[config.mk]
export PLATFORM = sky130hd
export DESIGN_NAME = pipe_hazard_unit
export DESIGN_NICKNAME = d
export VERILOG_FILES = /design/src/rtl/pipe_hazard_pkg.sv /design/src/rtl/hazard_stage_reg.sv /design/src/rtl/pipe_hazard_unit.sv
export SDC_FILE = /design/constraint.sdc
export NUM_CORES = 1
export LEC_CHECK = 0
export BUFFER_PORTS_ARGS = -buffer_cell sky130_fd_sc_hd__buf_2
export CORE_MARGIN = 2
export CORE_UTILIZATION = 35
export CTS_BUF_LIST = sky130_fd_sc_hd__clkbuf_8
export DETAILED_ROUTE_END_ITERATION = 10
export PLACE_DENSITY = 0.66
export SLEW_MARGIN = 10
export SYNTH_ARGS = -nofsm -noshare
export SYNTH_HDL_FRONTEND = slang
export SYNTH_SLANG_ARGS = --single-unit
[constraint.sdc]
create_clock -name clk -period 2.9 [get_ports clk]
set_input_delay 0.145 -clock clk [delete_from_list [all_inputs] [get_ports clk]]
set_output_delay 0.145 -clock clk [all_outputs]
set_load 0.05 [all_outputs]
[src/rtl/pipe_hazard_pkg.sv]
// pipe_hazard_pkg: scoreboard entry type, constants and the register-match helper shared by the hazard unit.
package pipe_hazard_pkg;
  typedef struct packed {
    logic       val;
    logic       wen;
    logic [4:0] waddr;
    logic       is_load;
    logic       is_branch;
  } hz_entry_t;
  localparam int BYP_RF = 0;
  localparam logic [4:0] REG_X0 = 5'd0;
  function automatic logic hz_match(input hz_entry_t e, input logic rd_en, input logic [4:0] rs);
    return rd_en & e.val & e.wen & (e.waddr == rs) & (rs != REG_X0);
  endfunction
endpackage

[src/rtl/hazard_stage_reg.sv]
// hazard_stage_reg: one scoreboard entry register with hold enable and synchronous active-low clear.
module hazard_stage_reg
  import pipe_hazard_pkg::*;
(
  input  logic      clk,
  input  logic      rst,
  input  logic      en,
  input  hz_entry_t d,
  output hz_entry_t q
);
  always_ff @(posedge clk)
    if (!rst) q <= '0;
    else if (en) q <= d;
endmodule

[src/rtl/pipe_hazard_unit.sv]
// pipe_hazard_unit: scoreboard-driven bypass/stall/squash control; PIPE_HAZARD_BYPASS_EN enables bypassing.
module pipe_hazard_unit
  import pipe_hazard_pkg::*;
#(
  parameter int N_STAGES   = 3,
  parameter int LOAD_STAGE = 2,
  localparam int SEL_W     = $clog2(N_STAGES + 1)
) (
  input  logic                clk,
  input  logic                rst,
  input  logic                val_D,
  input  logic                rs1_en_D,
  input  logic                rs2_en_D,
  input  logic [4:0]          rs1_D,
  input  logic [4:0]          rs2_D,
  input  logic                wen_D,
  input  logic [4:0]          waddr_D,
  input  logic                is_load_D,
  input  logic                is_branch_D,
  input  logic                is_jump_D,
  input  logic                br_taken_X,
  input  logic                mem_wait,
  output logic                stall_F,
  output logic                stall_D,
  output logic                squash_F,
  output logic                squash_D,
  output logic [SEL_W-1:0]    op1_byp_sel_D,
  output logic [SEL_W-1:0]    op2_byp_sel_D,
  output logic [N_STAGES-1:0] val_S,
  output logic                rf_wen_W,
  output logic [4:0]          rf_waddr_W
);
`ifdef PIPE_HAZARD_BYPASS_EN
  localparam bit BYP_EN = 1'b1;
`else
  localparam bit BYP_EN = 1'b0;
`endif
  hz_entry_t ent [1:N_STAGES];
  hz_entry_t d_ent;
  logic lu1, lu2;
  // Descending scan so the youngest (smallest k) match is the one left standing.
  always_comb begin
    op1_byp_sel_D = SEL_W'(BYP_RF);
    op2_byp_sel_D = SEL_W'(BYP_RF);
    lu1 = 1'b0;
    lu2 = 1'b0;
    for (int k = N_STAGES; k >= 1; k--) begin
      if (val_D && hz_match(ent[k], rs1_en_D, rs1_D)) begin
        lu1 = !BYP_EN || (ent[k].is_load && k < LOAD_STAGE);
        op1_byp_sel_D = lu1 ? SEL_W'(BYP_RF) : SEL_W'(k);
      end
      if (val_D && hz_match(ent[k], rs2_en_D, rs2_D)) begin
        lu2 = !BYP_EN || (ent[k].is_load && k < LOAD_STAGE);
        op2_byp_sel_D = lu2 ? SEL_W'(BYP_RF) : SEL_W'(k);
      end
    end
  end
  assign squash_D = ~mem_wait & ent[1].val & ent[1].is_branch & br_taken_X;
  assign stall_D  = ~squash_D & ((val_D & (lu1 | lu2)) | mem_wait);
  assign stall_F  = stall_D;
  assign squash_F = squash_D | (~mem_wait & val_D & is_jump_D & ~stall_D);
  assign d_ent = '{val: val_D & ~stall_D & ~squash_D, wen: wen_D, waddr: waddr_D,
                   is_load: is_load_D, is_branch: is_branch_D};
  for (genvar i = 1; i <= N_STAGES; i++) begin : g_stage
    if (i == 1) begin : g_head
      hazard_stage_reg u_reg (.clk(clk), .rst(rst), .en(~mem_wait), .d(d_ent), .q(ent[i]));
    end else begin : g_tail
      hazard_stage_reg u_reg (.clk(clk), .rst(rst), .en(~mem_wait), .d(ent[i-1]), .q(ent[i]));
    end
  end
  always_comb begin
    val_S = '0;
    for (int k = 1; k <= N_STAGES; k++) val_S[k-1] = ent[k].val;
  end
  // Gated by rst so a W-stage entry cannot write during the reset cycle.
  assign rf_wen_W   = rst & ent[N_STAGES].val & ent[N_STAGES].wen & ~mem_wait;
  assign rf_waddr_W = rf_wen_W ? ent[N_STAGES].waddr : REG_X0;
endmodule

# Word-level counts from Yosys, hierarchy flattened
# Cells that the tools add are included.
# word_totals
register_bits,22
inputBits,26
# op_classes
n_eq_ne,6
n_mux,7
bitwise,43
reduce_logical,8
# ops
cell,count
$and A1 B1 Y1,37
$eq A5 B5 Y1,6
$reduce_bool A5 Y1,2
$logic_and A1 B1 Y1,6
$mux W1,6
$mux W5,1
$not A1 Y1,3
$or A1 B1 Y1,3

# Longest topological paths before layout
# Gate-level depths: netlist of the first run.
# depth
ltp_word,15
ltp_mapped,7

# By module
# Synthesis of the first run repeated with hierarchy kept, for this count alone.
# hier_totals
hier_cells,153
hier_area_um2,1532.7
# modules_own_cells
mod,n_inst,cells_each,area_per_inst_um2
hazard_stage_reg,3,28,337.8
pipe_hazard_unit,1,69,519.2

# Worst setup path before layout of the first run
# Ideal clock, no wire load.
# synth_path
path_type,flip-flop to output port
start,register g_stage[2].g_tail.u_reg.q[5] (netlist bit)
end,output port stall_F
t_arrival_ps,2205
required_time_ps,2755
setup_slack_ps,550
path_stages_with_launch,8
path_cell_list,dfxtp_1 > xor2_1 > nor4_2 > nand4_1 > a31oi_1 > nor2_2 > o21ai_1 > buf_4
# synth_via
elab_chain_len,10
# synth_rtl
item,line,text
from (decl),hazard_stage_reg.sv:9,output hz_entry_t q
from (signal assigned),hazard_stage_reg.sv:12,if (!rst) q <= '0;
from (signal assigned),hazard_stage_reg.sv:13,else if (en) q <= d;
$eq A5 B5 Y1,pipe_hazard_pkg.sv:13,return rd_en & e.val & e.wen & (e.waddr == rs) & (rs != REG_X0);
$and A1 B1 Y1 (2 in series),pipe_hazard_pkg.sv:13,
"$logic_and A1 B1 Y1, on equally long branches","pipe_hazard_unit.sv:48, pipe_hazard_unit.sv:52",
"$mux W1, on equally long branches (2 in series)","pipe_hazard_unit.sv:48, pipe_hazard_unit.sv:52",
$or A1 B1 Y1 *,pipe_hazard_unit.sv:59,assign stall_D = ~squash_D & ((val_D & (lu1 | lu2)) | mem_wait);
$and A1 B1 Y1 *,pipe_hazard_unit.sv:59,
$or A1 B1 Y1 *,pipe_hazard_unit.sv:59,
$and A1 B1 Y1 *,pipe_hazard_unit.sv:59,
to (decl),pipe_hazard_unit.sv:23,"output logic stall_F,"
# Mark *: on every way between the ends. The rest lies on a longest branch, timed or not.

# Worst setup path in the final report of the first run
# layout_path
start,register g_stage[1].g_head.u_reg.q[5] (netlist bit)
end,output port squash_F
# layout_via
elab_chain_len,12
# layout_rtl
item,line,text
from (decl),hazard_stage_reg.sv:9,
from (signal assigned),hazard_stage_reg.sv:12,
from (signal assigned),hazard_stage_reg.sv:13,
$eq A5 B5 Y1,pipe_hazard_pkg.sv:13,
$and A1 B1 Y1 (2 in series),pipe_hazard_pkg.sv:13,
"$logic_and A1 B1 Y1, on equally long branches","pipe_hazard_unit.sv:48, pipe_hazard_unit.sv:52",
"$mux W1, on equally long branches","pipe_hazard_unit.sv:48, pipe_hazard_unit.sv:52",
$or A1 B1 Y1 *,pipe_hazard_unit.sv:59,
$and A1 B1 Y1 *,pipe_hazard_unit.sv:59,
$or A1 B1 Y1 *,pipe_hazard_unit.sv:59,
$and A1 B1 Y1 *,pipe_hazard_unit.sv:59,
$not A1 Y1 *,pipe_hazard_unit.sv:61,assign squash_F = squash_D | (~mem_wait & val_D & is_jump_D & ~stall_D);
$and A1 B1 Y1 *,pipe_hazard_unit.sv:61,
$or A1 B1 Y1 *,pipe_hazard_unit.sv:61,
to (decl),pipe_hazard_unit.sv:25,"output logic squash_F,"
# Marked as above.

==> flow_metrics.tcl, run 1 <==
set metrics [dict create \
    fin_crit_ns 2.13 \
    vias 1066 \
    io_buffers 37 \
    p_leak_nw 0.758 \
    cts_max_level 1 \
    post_cts_buffers 0 \
    grt_pass1_vias 1031 \
    clock_path_buffers 2 \
    final_cell_mix "buf_2 (37), xor2_1 (24), nor2b_1 (22), dfxtp_1 (22), mux2i_1 (20)" \
    fillerInstances 383 \
    critPathKind "flip-flop to output pin" \
    cap_violations 0 \
    final_layout_size_suffix_gt1_share_pct 27.2 \
    antenna_found_initial 0 \
    cts_buffers 3 \
    gp_congestion 0.830 \
    clock.fmax_mhz 470 \
    vias_per_cell 4.82 \
    multiInputGateArea_sq_um 845 \
    yosysUniqueCellTypes 25 \
    dieArea_sq_um 4400 \
    diodes 0 \
    clkLatencyLatePin_ns 0.27 \
    grt_pass1_wl_um 4710 \
    final_nets 200 \
    status "complete, no violations" \
    synth_cells 141 \
    cp_num_buf_inv 1 \
    fin_util_pct 43.3 \
    final_common_cell "buf_2" \
    synth-warning-count 0 \
    clk_pin_slew_ns 0.08 \
    yosys_register_bits 22 \
    cts_tree "built" \
    die_h_um 66.3 \
    setup-tns-final_ns 0 \
    start_util_pct 36.9 \
    finalHoldViolCount 0 \
    first_iter_violations 39 \
    cts_sinks 22 \
    ioPinCount 43 \
    maxSlewViolCount 0 \
    fin_skew_ns 0.00251 \
    hold_ws_ns 0.125 \
    cp-start-kind "flip-flop" \
    cts_resized 0 \
    ir_drop_mv 0.254 \
    drc 0 \
    synth_area_sq_um 1360 \
    power_density_nw_per_um2 426 \
    dpl_cell_area_sq_um 1540 \
    setup_viol 0 \
    crit_path_end_kind "output pin" \
    die_x_um 66.3 \
    met3_length_um 132 \
    wl_per_cell_um 13.0 \
    arrival_ns 1.98 \
    ys_seq_area_share_pct 32.4 \
    grt.overflow.total 0 \
    dr.pass1.iters 4 \
    p_total_mw 0.680 \
    grt_max_degree 25 \
    num_rows 22 \
    area_growth_pct 17.4 \
    cts-root-buf "clkbuf_8" \
    hold_path_class "input pin to flip-flop" \
    timing.final.crit_share_pct 73.3 \
    crit_path_max_fanout 4 \
    crit_path_top_delay_cell "dfxtp_1" \
    max_stage_delay_ns 0.36 \
    cts_hold_buffers 0 \
    wl_met2_um 1330 \
    wl_met1_um 1370 \
    grt_use_total_pct 14.0 \
    critPathRequiredTime_ns 2.76 \
    core_sq_um 3690 \
    critPathTopFamily "simple AND/OR/NAND/NOR gates" \
    syn_avg_cell_area_sq_um 9.65 \
    postLayoutCellArea_sq_um 1600 \
    totalWireLength_um 2880 \
    postRouteAntennaNets 0 \
    sequential_cell_area_sq_um 440 \
    cp_cell_sequence "xor2_1 -> nor4_1 -> nand4_1 -> a31oi_1 -> nor2_2 -> a41o_1 -> buf_2" \
    top_layer "met4" \
    rsz0062_at_grt "false" \
]
-- synth_stat cells --
| library cell | instances | area, sq um |
|---|---|---|
| buf_4 | 8 | 60.1 |
| dfxtp_1 | 22 | 440 |
| buf_2 | 3 | 15.0 |
| nor4_1 | 3 | 18.8 |
| nor2_2 | 1 | 6.26 |
| nand2b_1 | 1 | 6.26 |
| xnor2_1 | 6 | 52.6 |
| a32o_2 | 1 | 11.3 |
| a31oi_1 | 2 | 12.5 |
| nor3b_1 | 1 | 7.51 |
| nor2b_1 | 22 | 138 |
| or4_1 | 2 | 15.0 |
| mux2i_1 | 20 | 200 |
| a41o_1 | 1 | 10.0 |
| nor4_2 | 3 | 37.5 |
| xor2_1 | 24 | 210 |
| inv_1 | 1 | 3.75 |
| and2_1 | 5 | 31.3 |
| o21ai_1 | 3 | 15.0 |
| and4_1 | 1 | 8.76 |
| a21oi_1 | 1 | 5.00 |
| clkbuf_1 | 2 | 7.51 |
| and3_1 | 1 | 6.26 |
| conb_1 | 1 | 3.75 |
| nand4_1 | 6 | 37.5 |
-- path summary, 6_finish.rpt --
kind                            slack [ns]  cells past startpoint                                   endpoint                                 startpoint
worst max-delay path                  0.77                      7                                   squash_F  g_stage[1].g_head.u_reg.q[5]$_SDFFE_PN0N_
worst min-delay path                  0.12                      3  g_stage[1].g_head.u_reg.q[3]$_SDFFE_PN0N_                                 waddr_D[1]
worst max register to register        1.31                      6  g_stage[1].g_head.u_reg.q[8]$_SDFFE_PN0N_  g_stage[1].g_head.u_reg.q[5]$_SDFFE_PN0N_
worst min register to register        0.52                      2  g_stage[1].g_head.u_reg.q[0]$_SDFFE_PN0N_  g_stage[1].g_head.u_reg.q[0]$_SDFFE_PN0N_
-- per-layer routing --
metal	vias up	global-route usage [%]
li1	533	-
met1	504	17.9
met2	24	23.1
met3	5	2.56
met4	0	5.61
met5	-	0
-- layout make-up --
type,count,share of cell area [%]
repair buffers,38,12.1
well taps,48,3.76
clock buffers,4,3.45
flip-flops and latches,22,27.6
multi-input cells,108,52.9
inverters,1,0.235
-- cells by family (layout without fill, tap and decap cells) --
| group | count (synthesis) | after routing | share of synthesized area (%) |
|---|---|---|---|
| and+or+nand+nor | 46 | 46 | 23.0 |
| xor gates and xnor gates | 30 | 30 | 19.3 |
| DFF | 22 | 22 | 32.4 |
| muxes | 20 | 20 | 14.7 |
| buffers and inverters | 14 | 43 | 6.35 |
| AOI/OAI and AO/OA | 8 | 8 | 3.95 |
| other | 1 | 4 | 0.276 |
-- per-stage QoR --
step | worst slack [ns] | std cells
after global routing | 0.607 | 221
after floorplan | 0.550 | 144
after CTS | 0.758 | 221
after global placement | 1.09 | 217
after detailed placement | 1.06 | 217
final | 0.774 | 221
-- where the power goes --
| part | switching (mW) | internal, mW | leakage (nW) |
|---|---|---|---|
| registers | 0.0146 | 0.313 | 0.179 |
| logic | 0.0736 | 0.0526 | 0.549 |
| clock network | 0.104 | 0.121 | 0.0288 |
| total | 0.192 | 0.487 | 0.758 |
-- registers in the layout, indices dropped and copies added (netlist names) --
register	cells
g_stage.g_tail.u_reg.q	14
g_stage.g_head.u_reg.q	8
-- worst min-delay path, stage by stage --
cell,delay (ns)
buf_2,0.07
mux2i_1,0.05
nor2b_1,0.09
(Power assumes the default switching activity.)
==> inputs of run 2 (changes only) <==
clock period = 2.1 ns   (was 2.9 ns; I/O delays follow)
==> run 2 against run 1 <==
Via count down 0.28%. Sequential power is 38% higher. Global-route usage hardly changed. Sequential share of layout area decreased by 0.72 points. Utilization grew 1.7 points. Worst hold slack got worse by 0.035 ns. Largest cell class unchanged.
==> flow_metrics.tcl, run 2 (synthesis gave the netlist of run 1 again) <==
set metrics [dict create \
    top_register "g_stage.g_tail.u_reg.q" \
    internal-power_mw 0.679 \
    setup-tns-final_ns 0 \
    setup_viol 0 \
    wl_met1_um 1350 \
    fillerInstances 379 \
    grt_pass1_wl_um 4740 \
    final_cell_mix "buf_2 (34), xor2_1 (23), nor2b_1 (22)" \
    gp_congestion 0.847 \
    cp_cell_sequence "xor2_2 -> nor4_2 -> nand4_1 -> a31oi_2 -> nor2_2 -> a41o_1 -> buf_6" \
    top_regs "g_stage.g_tail.u_reg.q: 14 flops, g_stage.g_head.u_reg.q: 8 flops" \
    first_iter_violations 27 \
    die_x_um 66.3 \
    cts_sinks 22 \
    dpl_cell_area_sq_um 1550 \
    status "complete, no violations" \
    critPathRequiredTime_ns 2.00 \
    maxSlewViolCount 0 \
    wl_met2_um 1340 \
    p_leak_nw 0.772 \
    cts_buffers 3 \
    fin_skew_ns 0.00222 \
    ioPinCount 43 \
    p_comb_share_pct 19.7 \
    setup_ws_ns 0.0832 \
    dieArea_sq_um 4400 \
    crit_path_top_delay_cell "dfxtp_4" \
    grt_max_degree 25 \
    ir_drop_mv 0.203 \
    num_rows 22 \
    crit_start "g_stage[1].g_head.u_reg.q[4]$_SDFFE_PN0N_" \
    final_layout_size_suffix_gt1_share_pct 31.6 \
    wl_per_cell_um 12.9 \
    cts-root-buf "clkbuf_8" \
    max_stage_delay_ns 0.37 \
    rsz0062_at_grt "true" \
    critPathKind "flip-flop to output pin" \
    clock_path_buffers 2 \
    drc 0 \
    vias 1063 \
    largest_reg_flops 14 \
    antenna_found_initial 0 \
    seqPwrFrac_pct 47.8 \
    cts_tree "built" \
    top_layer "met4" \
    timing.final.crit_share_pct 96.0 \
    fin_crit_ns 2.02 \
    die_h_um 66.3 \
    p_total_mw 0.946 \
    power_switching_mw 0.267 \
    hold_start "waddr_D[2]" \
    cap_violations 0 \
    postLayoutCellArea_sq_um 1660 \
    power_density_nw_per_um2 571 \
    cts_max_level 1 \
    grt_use_total_pct 14.0 \
    grt_pass1_vias 968 \
    final_nets 201 \
    clock.fmax_mhz 496 \
    postRouteAntennaNets 0 \
    totalWireLength_um 2870 \
    area_growth_pct 21.9 \
    crit_path_max_fanout 4 \
    power_switching_share_pct 28.3 \
    cp-start-kind "flip-flop" \
    start_util_pct 36.9 \
    hold_ws_ns 0.0901 \
    met3_length_um 145 \
    clockPowerShare_pct 32.5 \
    cts_hold_buffers 0 \
    finalHoldViolCount 0 \
    hold_path_class "input pin to flip-flop" \
    pre_cts_ws_ns 0.306 \
    arrival_ns 1.91 \
    crit_path_end_kind "output pin" \
    dp.final_hpwl_um 2160 \
    vias_per_cell 4.79 \
    core_sq_um 3690 \
    io_buffers 37 \
    clk_pin_slew_ns 0.08 \
    final_common_cell "buf_2" \
    dr.pass1.iters 4 \
    diodes 0 \
    clkLatencyLatePin_ns 0.26 \
    r2r_start "g_stage[1].g_head.u_reg.q[4]$_SDFFE_PN0N_" \
    grt.overflow.total 0 \
]
run 2: final cells by class:
type / instances / area [sq um] / share of cell area, %
tap: 48 / 60.1 / 3.62
sequential: 22 / 445 / 26.9
clock buffer: 4 / 55.1 / 3.32
inverter: 1 / 3.75 / 0.226
timing repair buffer: 39 / 219 / 13.2
multi-input combinational: 108 / 875 / 52.8
run 2: worst max-delay path: cells and delay by family (launching register included):
kind / cells / cell delay [ns]
buffers and inverters: 1 / 0.15
DFF: 1 / 0.37
and+or+nand+nor: 3 / 0.56
AOI/OAI and AO/OA: 2 / 0.42
xor gates and xnor gates: 1 / 0.15
run 2: power by group through the flow:
stage | Combinational (mW) | Clock (mW) | Sequential, mW
global placement | 0.174 | 0 | 0.463
global route | 0.202 | 0.337 | 0.456
finish | 0.186 | 0.308 | 0.453
detailed placement | 0.175 | 0 | 0.463
floorplan | 0.134 | 0 | 0.457
CTS | 0.177 | 0.321 | 0.453
run 2: stage by stage:
step                std cells  utilization, %
CTS                       221            43.6
detailed placement        217            41.9
finish                    222            44.9
floorplan                 144               -
global route              222            44.9
global placement          217            41.9
run 2: path summary, 6_finish.rpt:
check,end,slack [ns],depth (start not counted)
setup / recovery,squash_F,0.08,7
hold / removal,g_stage[1].g_head.u_reg.q[4]$_SDFFE_PN0N_,0.09,3
setup reg to reg,g_stage[1].g_head.u_reg.q[8]$_SDFFE_PN0N_,0.50,6
hold reg to reg,g_stage[1].g_head.u_reg.q[0]$_SDFFE_PN0N_,0.51,2
run 2: layer usage:
metal	vias to the layer above	track usage (%)
met1	490	18.6
li1	542	-
met2	27	21.5
met4	0	5.87
met5	-	0
met3	4	3.41
run 2: repair_timing:
item / CTS / global route
resized for setup: 1 / 15
buffers inserted: 0 / 1
endpoints found under the setup margin: 3 / 3
pin swaps: 0 / 7
hold endpoints to repair: 0 / 0
==> inputs of run 3 (changes only) <==
GPL_TIMING_DRIVEN = 0   (was not set)
SKIP_CTS_REPAIR_TIMING = 1   (was not set)
==> run 3 against run 2 <==
Cell count grew 4.5%. Flip-flop and latch count is the same. Fmax shrank 0.25%. Clock skew grew 0.0029 ns. Sequential power is essentially flat. Critical endpoint is now stall_F. Largest cell class unchanged. Highest routed layer unchanged. Final area grew 3.1%.
==> flow_metrics.tcl, run 3 (synthesis gave the netlist of run 1 again) <==
set metrics [dict create \
    postRouteAntennaNets 0 \
    clk_pin_slew_ns 0.07 \
    largest_reg_flops 14 \
    power_switching_mw 0.264 \
    final_cell_mix "buf_2 (36), xor2_1 (24), nor2b_1 (22)" \
    vias_per_cell 4.91 \
    final_layout_size_suffix_gt1_share_pct 34.8 \
    clockPowerShare_pct 28.6 \
    hold_path_class "input pin to flip-flop" \
    crit_start "g_stage[2].g_tail.u_reg.q[5]$_SDFFE_PN0N_" \
    arrival_ns 1.92 \
    internal-power_mw 0.648 \
    final_common_cell "buf_2" \
    critPathKind "flip-flop to output pin" \
    die_x_um 66.3 \
    vias 1138 \
    timing.final.crit_share_pct 96.3 \
    drc 0 \
    dp.final_hpwl_um 2400 \
    ioPinCount 43 \
    area_growth_pct 25.7 \
    p_leak_nw 0.812 \
    r2r_start "g_stage[2].g_tail.u_reg.q[5]$_SDFFE_PN0N_" \
    clkLatencyLatePin_ns 0.26 \
    first_iter_violations 45 \
    io_buffers 36 \
    gp_congestion 0.885 \
    clock.fmax_mhz 495 \
    hold_ws_ns 0.0918 \
    top_regs "g_stage.g_tail.u_reg.q: 14 flops, g_stage.g_head.u_reg.q: 8 flops" \
    diodes 0 \
    wl_per_cell_um 13.7 \
    cts-root-buf "clkbuf_8" \
    cts_tree "built" \
    crit_path_max_fanout 4 \
    power_density_nw_per_um2 534 \
    num_rows 22 \
    grt.overflow.total 0 \
    die_h_um 66.3 \
    critPathRequiredTime_ns 2.00 \
    core_sq_um 3690 \
    setup_viol 0 \
    cts_max_level 1 \
    seqPwrFrac_pct 49.8 \
    hold_start "waddr_D[2]" \
    cap_violations 0 \
    start_util_pct 36.9 \
    totalWireLength_um 3190 \
    fin_skew_ns 0.00508 \
    final_nets 212 \
    grt_pass1_wl_um 5070 \
    power_switching_share_pct 28.9 \
    antenna_found_initial 0 \
    grt_pass1_vias 1033 \
    finalHoldViolCount 0 \
    cts_sinks 22 \
    dr.pass1.iters 4 \
    maxSlewViolCount 0 \
    status "complete, no violations" \
    dieArea_sq_um 4400 \
    fin_crit_ns 2.02 \
    clock_path_buffers 2 \
    cp-start-kind "flip-flop" \
    rsz0062_at_grt "true" \
    grt_use_total_pct 15.3 \
    p_comb_share_pct 21.6 \
    p_total_mw 0.912 \
    crit_path_end_kind "output pin" \
    cts_buffers 3 \
    ir_drop_mv 0.410 \
    top_register "g_stage.g_tail.u_reg.q" \
    grt_max_degree 12 \
]
-- run 3: cell count changes in the layout (fill, tap and decap cells not counted), sizes merged --
cell / delta
clkbuf: +2
buf: +8
-- run 3: per-stage QoR --
| stage | area (sq um) | setup WS [ns] | TNS [ns] | utilization [%] | instances |
|---|---|---|---|---|---|
| 4_1_cts | 1660 | -0.0760 | -0.0885 | 44.9 | 231 |
| 2_1_floorplan | 1380 | 0.0862 | 0 | - | 144 |
| 3_5_place_dp | 1620 | 0.250 | 0 | 43.8 | 228 |
| 6_report | 1710 | 0.0782 | 0 | 46.3 | 232 |
| 5_1_grt | 1710 | -0.0233 | -0.0306 | 46.3 | 232 |
| 3_3_place_gp | 1620 | 0.250 | 0 | 43.8 | 228 |
-- run 3: power groups by stage --
stage | Clock, mW | Combinational [mW] | Sequential, mW
after floorplan | 0 | 0.134 | 0.457
after global placement | 0 | 0.187 | 0.463
after detailed placement | 0 | 0.188 | 0.464
after CTS | 0.270 | 0.189 | 0.454
after global routing | 0.291 | 0.214 | 0.457
final | 0.261 | 0.197 | 0.454
-- run 3: layer usage --
metal	wire length [um]	share of wire (%)	global-route usage [%]
met1	1550	49	20.3
met2	1430	45	24.3
met3	169	5.3	3.41
met4	29	0.91	5.10
met5	0	0	0
-- run 3: final timing paths --
check,to,slack [ns],cells past startpoint
hold reg to reg,g_stage[1].g_head.u_reg.q[0]$_SDFFE_PN0N_,0.52,2
hold / removal,g_stage[1].g_head.u_reg.q[4]$_SDFFE_PN0N_,0.09,3
setup / recovery,stall_F,0.08,8
setup reg to reg,g_stage[1].g_head.u_reg.q[8]$_SDFFE_PN0N_,0.39,7
-- run 3: area by class of cell --
| cell class | count | area (sq um) |
|---|---|---|
| multi-input combinational | 108 | 867 |
| sequential | 22 | 448 |
| clock buffer | 3 | 41.3 |
| tap | 48 | 60.1 |
| timing repair buffer | 37 | 206 |
| inverter | 1 | 3.75 |
| buffer | 13 | 82.6 |
| fill | 368 | 1980 |
-- run 3: worst max-delay path, cell delays in order, from the launching register on --
cell and delay (ns):
dfxtp_1 0.37, xor2_1 0.18, nor4_1 0.27, nand4_1 0.15, a31oi_2 0.22, nor2_2 0.08
o21ai_2 0.12, buf_4 0.13, buf_8 0.13
